File: config.mk
export PLATFORM = sky130hd
export DESIGN_NAME = switch_debounce
export DESIGN_NICKNAME = d
export VERILOG_FILES = /design/src/rtl/switch_debounce.sv
export SDC_FILE = /design/constraint.sdc
export NUM_CORES = 1
export LEC_CHECK = 0
export BUFFER_PORTS_ARGS = -buffer_cell sky130_fd_sc_hd__buf_2
export CAP_MARGIN = 20
export CORE_MARGIN = 2
export CORE_UTILIZATION = 45
export CTS_CLUSTER_DIAMETER = 40
export CTS_CLUSTER_SIZE = 28
export DETAILED_ROUTE_END_ITERATION = 12
export PLACE_DENSITY = 0.69
export SLEW_MARGIN = 25
export SYNTH_ARGS = -nofsm -noshare
export SYNTH_HDL_FRONTEND = slang
export SYNTH_SLANG_ARGS = --single-unit
File: constraint.sdc
create_clock -name clk -period 2.95 [get_ports clk]
set_input_delay 0.1475 -clock clk [delete_from_list [all_inputs] [get_ports clk]]
set_output_delay 0.1475 -clock clk [all_outputs]
set_load 0.02 [all_outputs]
File: src/rtl/switch_debounce.sv
// switch_debounce: two-flop synchronizer plus an independent debounce counter per DIP-switch bit.
// Define SWITCH_DEBOUNCE_EDGE_EN to enable the registered per-bit sw_rise/sw_fall strobes.
module switch_debounce #(
  parameter int WIDTH           = 4,
  parameter int DEBOUNCE_CYCLES = 240000
) (
  input  logic             clk,
  input  logic             reset,
  input  logic [WIDTH-1:0] sw_raw,
  output logic [WIDTH-1:0] sw_stable,
  output logic             sw_changed,
  output logic [WIDTH-1:0] sw_rise,
  output logic [WIDTH-1:0] sw_fall
);

  localparam int               CNT_W   = $clog2(DEBOUNCE_CYCLES);
  localparam logic [CNT_W-1:0] CNT_MAX = CNT_W'(DEBOUNCE_CYCLES - 1);

  logic [WIDTH-1:0]            sync1;
  logic [WIDTH-1:0]            sync2;
  logic [WIDTH-1:0][CNT_W-1:0] cnt;
  logic [WIDTH-1:0]            commit;

  // NOTE: sequential state uses non-blocking assignments so every flop samples pre-edge values.
  always_ff @(posedge clk or posedge reset) begin
    if (reset) begin
      sync1 <= '0;
      sync2 <= '0;
    end else begin
      sync1 <= sw_raw;
      sync2 <= sync1;
    end
  end

  // NOTE: always_comb outputs get a default first so no latch can be inferred.
  always_comb begin
    commit = '0;
    for (int i = 0; i < WIDTH; i++) begin
      commit[i] = (sync2[i] != sw_stable[i]) && (cnt[i] == CNT_MAX);
    end
  end

  // NOTE: counters are reset with the outputs so a reset during a pending change discards it.
  always_ff @(posedge clk or posedge reset) begin
    if (reset) begin
      cnt        <= '0;
      sw_stable  <= '0;
      sw_changed <= 1'b0;
    end else begin
      for (int i = 0; i < WIDTH; i++) begin
        if (sync2[i] == sw_stable[i]) begin
          cnt[i] <= '0;
        end else if (commit[i]) begin
          cnt[i]       <= '0;
          sw_stable[i] <= sync2[i];
        end else begin
          cnt[i] <= cnt[i] + CNT_W'(1);
        end
      end
      sw_changed <= |commit;
    end
  end

`ifdef SWITCH_DEBOUNCE_EDGE_EN
  // A committing bit takes the sync2 value, so sync2 gives the direction of the move.
  always_ff @(posedge clk or posedge reset) begin
    if (reset) begin
      sw_rise <= '0;
      sw_fall <= '0;
    end else begin
      sw_rise <= commit & sync2;
      sw_fall <= commit & ~sync2;
    end
  end
`else
  assign sw_rise = '0;
  assign sw_fall = '0;
`endif

endmodule
* Word-level counts from Yosys, hierarchy flattened
Cells that the tools add are included.
** Storage, ports and cells
- Memories kept :: 0
- Bits in read-only memories :: 0
- Register bits :: 85
- RAM bits :: 0
- Bits in latches :: 0
** Operators by class
- Bitwise operators :: 4
- $lt $le $gt $ge :: 0
- Divide/modulo/power cells :: 0
- Multiply operators :: 0
- Shift operators :: 0
- Equality and inequality tests :: 12
- Reduce and logical (&&, ||, !) cells :: 9
- Add/subtract/negate cells :: 4
- Muxes and demuxes :: 8
** Operators with widths (count)
- two-way mux 18 bit :: 8
- adder 18 x 1 -> 18 bit, second input constant :: 4
- equality test 18 bit, second input constant :: 4
- AND reduction 2 bit :: 4
- equality test 1 bit :: 4
- logical AND 1 bit :: 4
- != test 1 bit :: 4
- NOT 1 bit :: 4
- OR reduction 4 bit :: 1

* Logic depth before layout (Yosys ltp)
- Depth after elaboration :: 4
- Gate-level depth with buffers :: 7

* Least setup slack after synthesis
Ideal clock, no wire load.
- Path type :: reg-to-reg
- From :: reg cnt[0] (netlist name)
- To :: reg cnt[16] (netlist name)
- Data arrival time :: 1.698 ns
- Slack :: 1.173 ns
- Setup time :: 0.078 ns
- Stages on the path, launching flop included :: 6
- Path buffers :: 0
- Cells stage by stage :: dfrtp_1 ha_1 nand3_1 or4_1 or3_1 a21oi_1
** On the way
- Cells in the longest elaborated chain, start to end :: 4
** Ends and longest elaborated chain
- start: declaration :: RTL line 21 : logic [WIDTH-1:0][CNT_W-1:0] cnt;
- start signal: indexed assignment :: RTL line 57 : cnt[i] <= cnt[i] + CNT_W'(1);
- branches (longest 2 deep; another with adder 18 x 1 -> 18 bit)
- two-way mux 18 bit (*) :: RTL line 53 : end else if (commit[i]) begin
- two-way mux 18 bit (*) :: RTL line 51 : if (sync2[i] == sw_stable[i]) begin
Mark *: on every way between the ends.
A chain may end at the register's enable or synchronous reset.

* Final worst setup path
- From :: reg cnt[12] (netlist name)
- To :: reg cnt[7] (netlist name)
** On the way
- Cells in the longest elaborated chain, start to end :: 4
** Ends and longest elaborated chain
- equality test 18 bit :: RTL line 39 : commit[i] = (sync2[i] != sw_stable[i]) && (cnt[i] == CNT_MAX);
- logical AND 1 bit :: RTL line 39
- two-way mux 18 bit :: RTL line 53
- two-way mux 18 bit :: RTL line 51
No other way between the ends.

==> summary.log <==
[power] Lkg Pwr 1.79 nW
[setup_path] slowest cell on the critical path sky130_fd_sc_hd__o21ai_1
[placement] final HPWL from detailed placement 5080 µm
[clock_network] deepest level of the CTS H-tree 3
[placement] dpl cells 529
[power] clock network fraction of total power 0.397
[floorplan] Total Die Area 0.00990 mm²
[outcome] outcome completed
[placement] global placer's final weighted congestion 0.827
[setup_path] data arrival time of the critical path 2.20 ns
[clock_network] Bufs on Longest Clock Path 2
[synth] number of flip-flops and latches in the synthesized netlist 85
[power] cell internal power dissipation 0.00165 W
[power] switching portion of total power 0.229
[synth] mean cell area of the mapped netlist 9.87 µm²
[sta] Pins Over Slew Limit 0
[synth] primary flip-flop cell chosen by synthesis mapping sky130_fd_sc_hd__dfrtp_1
[setup_path] start-to-end type of the worst setup path flip-flop to flip-flop
[route] detailed-route via count 2,971
[route] iteration count of the initial detailed-routing pass 4
[setup_path] crit-path cells nor4b_1, nand4_1, o21ai_1, buf_4, nor2_1
[placement] worst-case setup slack after placement 0.970 ns
[sta] final setup fails 0
[setup_path] crit-path max cell delay 0.52 ns
[floorplan] number of rows created at floorplan 34
[synth] number of synthesized flops with an enable pin 0
[global_route] global-route wire length before repair 12,800 µm
[finish] share of final-layout standard cells stronger than drive strength 1 0.0905
[floorplan] initial standard-cell utilization of the core 0.468
[global_route] antenna violations before repair 0
[setup_path] CP bufs+invs 1
[synth] Seq/Total Area, Yosys 0.518
[synth] number of standard cells after synthesis 416
[finish] commonest cells after routing, fill and taps aside sky130_fd_sc_hd__dfrtp_1, sky130_fd_sc_hd__nor2_1, sky130_fd_sc_hd__xnor2_1
[route] via density per instance 5.40
[sta] Hold Slack 0.354 ns
[sta] fin crit share 0.664
[global_route] pin count of the biggest net entering global routing 63
[floorplan] width of the die 99.5 µm
[placement] input/output buffers 10
[sta] clock tree skew after final layout 0.00780 ns
[power] Peak VDD IR 0.000275 V
[hold_path] Min-Delay Path Class flip-flop to flip-flop
[sta] Worst Tran Pin Value 0.735 ns
[setup_path] Max Fanout on Critical Path 9
[setup_path] top cell family by delay on the critical path simple AND/OR/NAND/NOR gates
[floorplan] Core ar. 0.00876 mm²
[clock_network] post-cts repair resize count 0
[power] Cell Pwr Density 472 mW/mm²
[finish] number of cells in the finished layout apart from fillers 550
[clock_network] Reg clk slew, reported paths 0.08 ns
[clock_network] clock latency at the later pin of the worst-skew pair 0.35 ns
[route] Iter 0 DRT Violations 83
[clock_network] master cell of the clock root buffer sky130_fd_sc_hd__clkbuf_8
[synth] number of warnings reported in the yosys synthesis log 0
[route] ANT nets after route 0
[sta] Max Clock Freq 510 MHz
[job] number of max-capacitance violations reported 0
[route] remaining routing DRC violations 0
[route] aggregate routed wire length 7260 µm
[sta] unrepaired setup endpoints after global routing no
[finish] diode insertion count for antenna repair 0
[power] register share of total power 0.562
[global_route] vias in the first global route 2,834
[synth] Unique masters post-synth 38
[sta] Setup Total Neg Slack 0 ns
[power] total net switching power 0.000488 W
[finish] Finished Core Util 0.516
[clock_network] TritonCTS buffer count 9
[finish] Layout Area Growth over Synthesis 10.1%
[global_route] total grt overflow 0
[finish] fin nets 447
[finish] most frequent standard cell in the layout excluding fill and tap cells sky130_fd_sc_hd__dfrtp_1
[floorplan] vertical extent of the die 99.5 µm
[synth] cell area after synthesis 0.00411 mm²
[floorplan] number of placed I/O pins 19
[sta] final setup slack of the worst path 0.990 ns
[sta] final hold violation count 0
[power] Comb power frac 0.041
[clock_network] CTS Sinks 85
[setup_path] required time of the critical path 3.19 ns
[synth] Synth async-reset ratio 1.00
[setup_path] CP Capture Type flip-flop
[setup_path] type of origin of the critical path flip-flop
[route] mean routed wirelength per cell 13.2 µm
[sta] Min Clock Period, post-route 1.96 ns
[clock_network] clock tree from TritonCTS built
[global_route] overall global routing resource usage 0.159
[sta] Max-slew headroom 0.510
==> metal layers <==
layer	vias to the layer above	GRT usage	share of wire
met4	0	0.0558	0.014
met1	1441	0.223	0.49
met2	43	0.248	0.46
met3	11	0.0323	0.035
li1	1476	-	-
met5	-	0	0
==> final timing paths <==
kind | to | from | slack, ns | depth (start not counted)
worst max-delay path | cnt[7] | cnt[12] | 0.99 | 5
worst min-delay path | sync2[1] | sync1[1] | 0.35 | 0
worst max register to register | cnt[7] | cnt[12] | 0.99 | 5
worst min register to register | sync2[1] | sync1[1] | 0.35 | 0
max in group asynchronous | cnt[46] | reset | 1.80 | 4
min in group asynchronous | sync1[1] | reset | 0.48 | 3
==> kinds of logic after synthesis <==
group                    Yosys count  share of synthesized area
AO/OA/AOI/OAI                     21                     0.0283
XOR/XNOR                          59                      0.126
adder cells (fa/ha/maj)            4                     0.0122
buffers and inverters             29                     0.0347
flip-flops                        85                      0.518
multiplexers                       6                     0.0158
other                              1                   0.000913
AND/OR/NAND/NOR                  211                      0.264
==> power groups by stage <==
stage                     Clock, W  Combinational [W]  Sequential (W)
after CTS                 0.000873          0.0000899         0.00120
after global routing      0.000919           0.000103         0.00120
after detailed placement         0          0.0000859         0.00122
final                     0.000847          0.0000879         0.00120
after global placement           0          0.0000835         0.00122
after floorplan                  0          0.0000733         0.00122
==> through the flow <==
stage / total power, W / cell area (µm²)
2_1_floorplan: 0.00129 / 4130
3_3_place_gp: 0.00131 / 4260
3_5_place_dp: 0.00131 / 4260
4_1_cts: 0.00216 / 4510
5_1_grt: 0.00223 / 4520
6_report: 0.00213 / 4520
==> repair_timing <==
| action | 4_1_cts | 5_1_grt |
|---|---|---|
| buffers inserted | 0 | 0 |
| hold buffers | 4 | 1 |
| hold endpoints to repair | 4 | 43 |
| setup endpoints to repair | 0 | 0 |
==> worst register-to-register path, cell delays in order (launching register included) <==
cell and delay, ns:
sky130_fd_sc_hd__dfrtp_1 0.45, sky130_fd_sc_hd__nor4b_1 0.40, sky130_fd_sc_hd__nand4_1 0.16, sky130_fd_sc_hd__o21ai_1 0.52, sky130_fd_sc_hd__buf_4 0.27, sky130_fd_sc_hd__nor2_1 0.06
==> synthesized netlist by cell type (all sizes together) (3+ instances only) <==
cell type | count | area share
clkbuf | 6 | 0.0055
nand3 | 28 | 0.035
nand4 | 24 | 0.038
a21oi | 8 | 0.0098
o21ai | 9 | 0.011
inv | 12 | 0.011
mux2 | 4 | 0.011
nand2 | 21 | 0.019
and3 | 4 | 0.0061
nor3 | 17 | 0.021
and4 | 3 | 0.0064
xor2 | 15 | 0.032
ha | 4 | 0.012
or4 | 4 | 0.0073
dfrtp | 85 | 0.52
or3 | 6 | 0.0091
nor4b | 3 | 0.0064
buf | 11 | 0.018
xnor2 | 44 | 0.094
nor2 | 72 | 0.066
nor4 | 17 | 0.026
==> sequential cells by signal, summed over array words and instances, names as in the netlist <==
register / cells
sw_stable: 4
sync2: 4
sync1: 4
cnt: 72
sw_changed: 1
==> area by class of cell <==
type	instances	area, µm²
multi-input cells	309	1860
inverters	12	47.5
fillers	806	4240
flip-flops and latches	85	2130
well taps	108	135
clock buffers	11	151
repair buffers	20	138
clock inverters	5	58.8
Power figures use the tool's default switching activity.
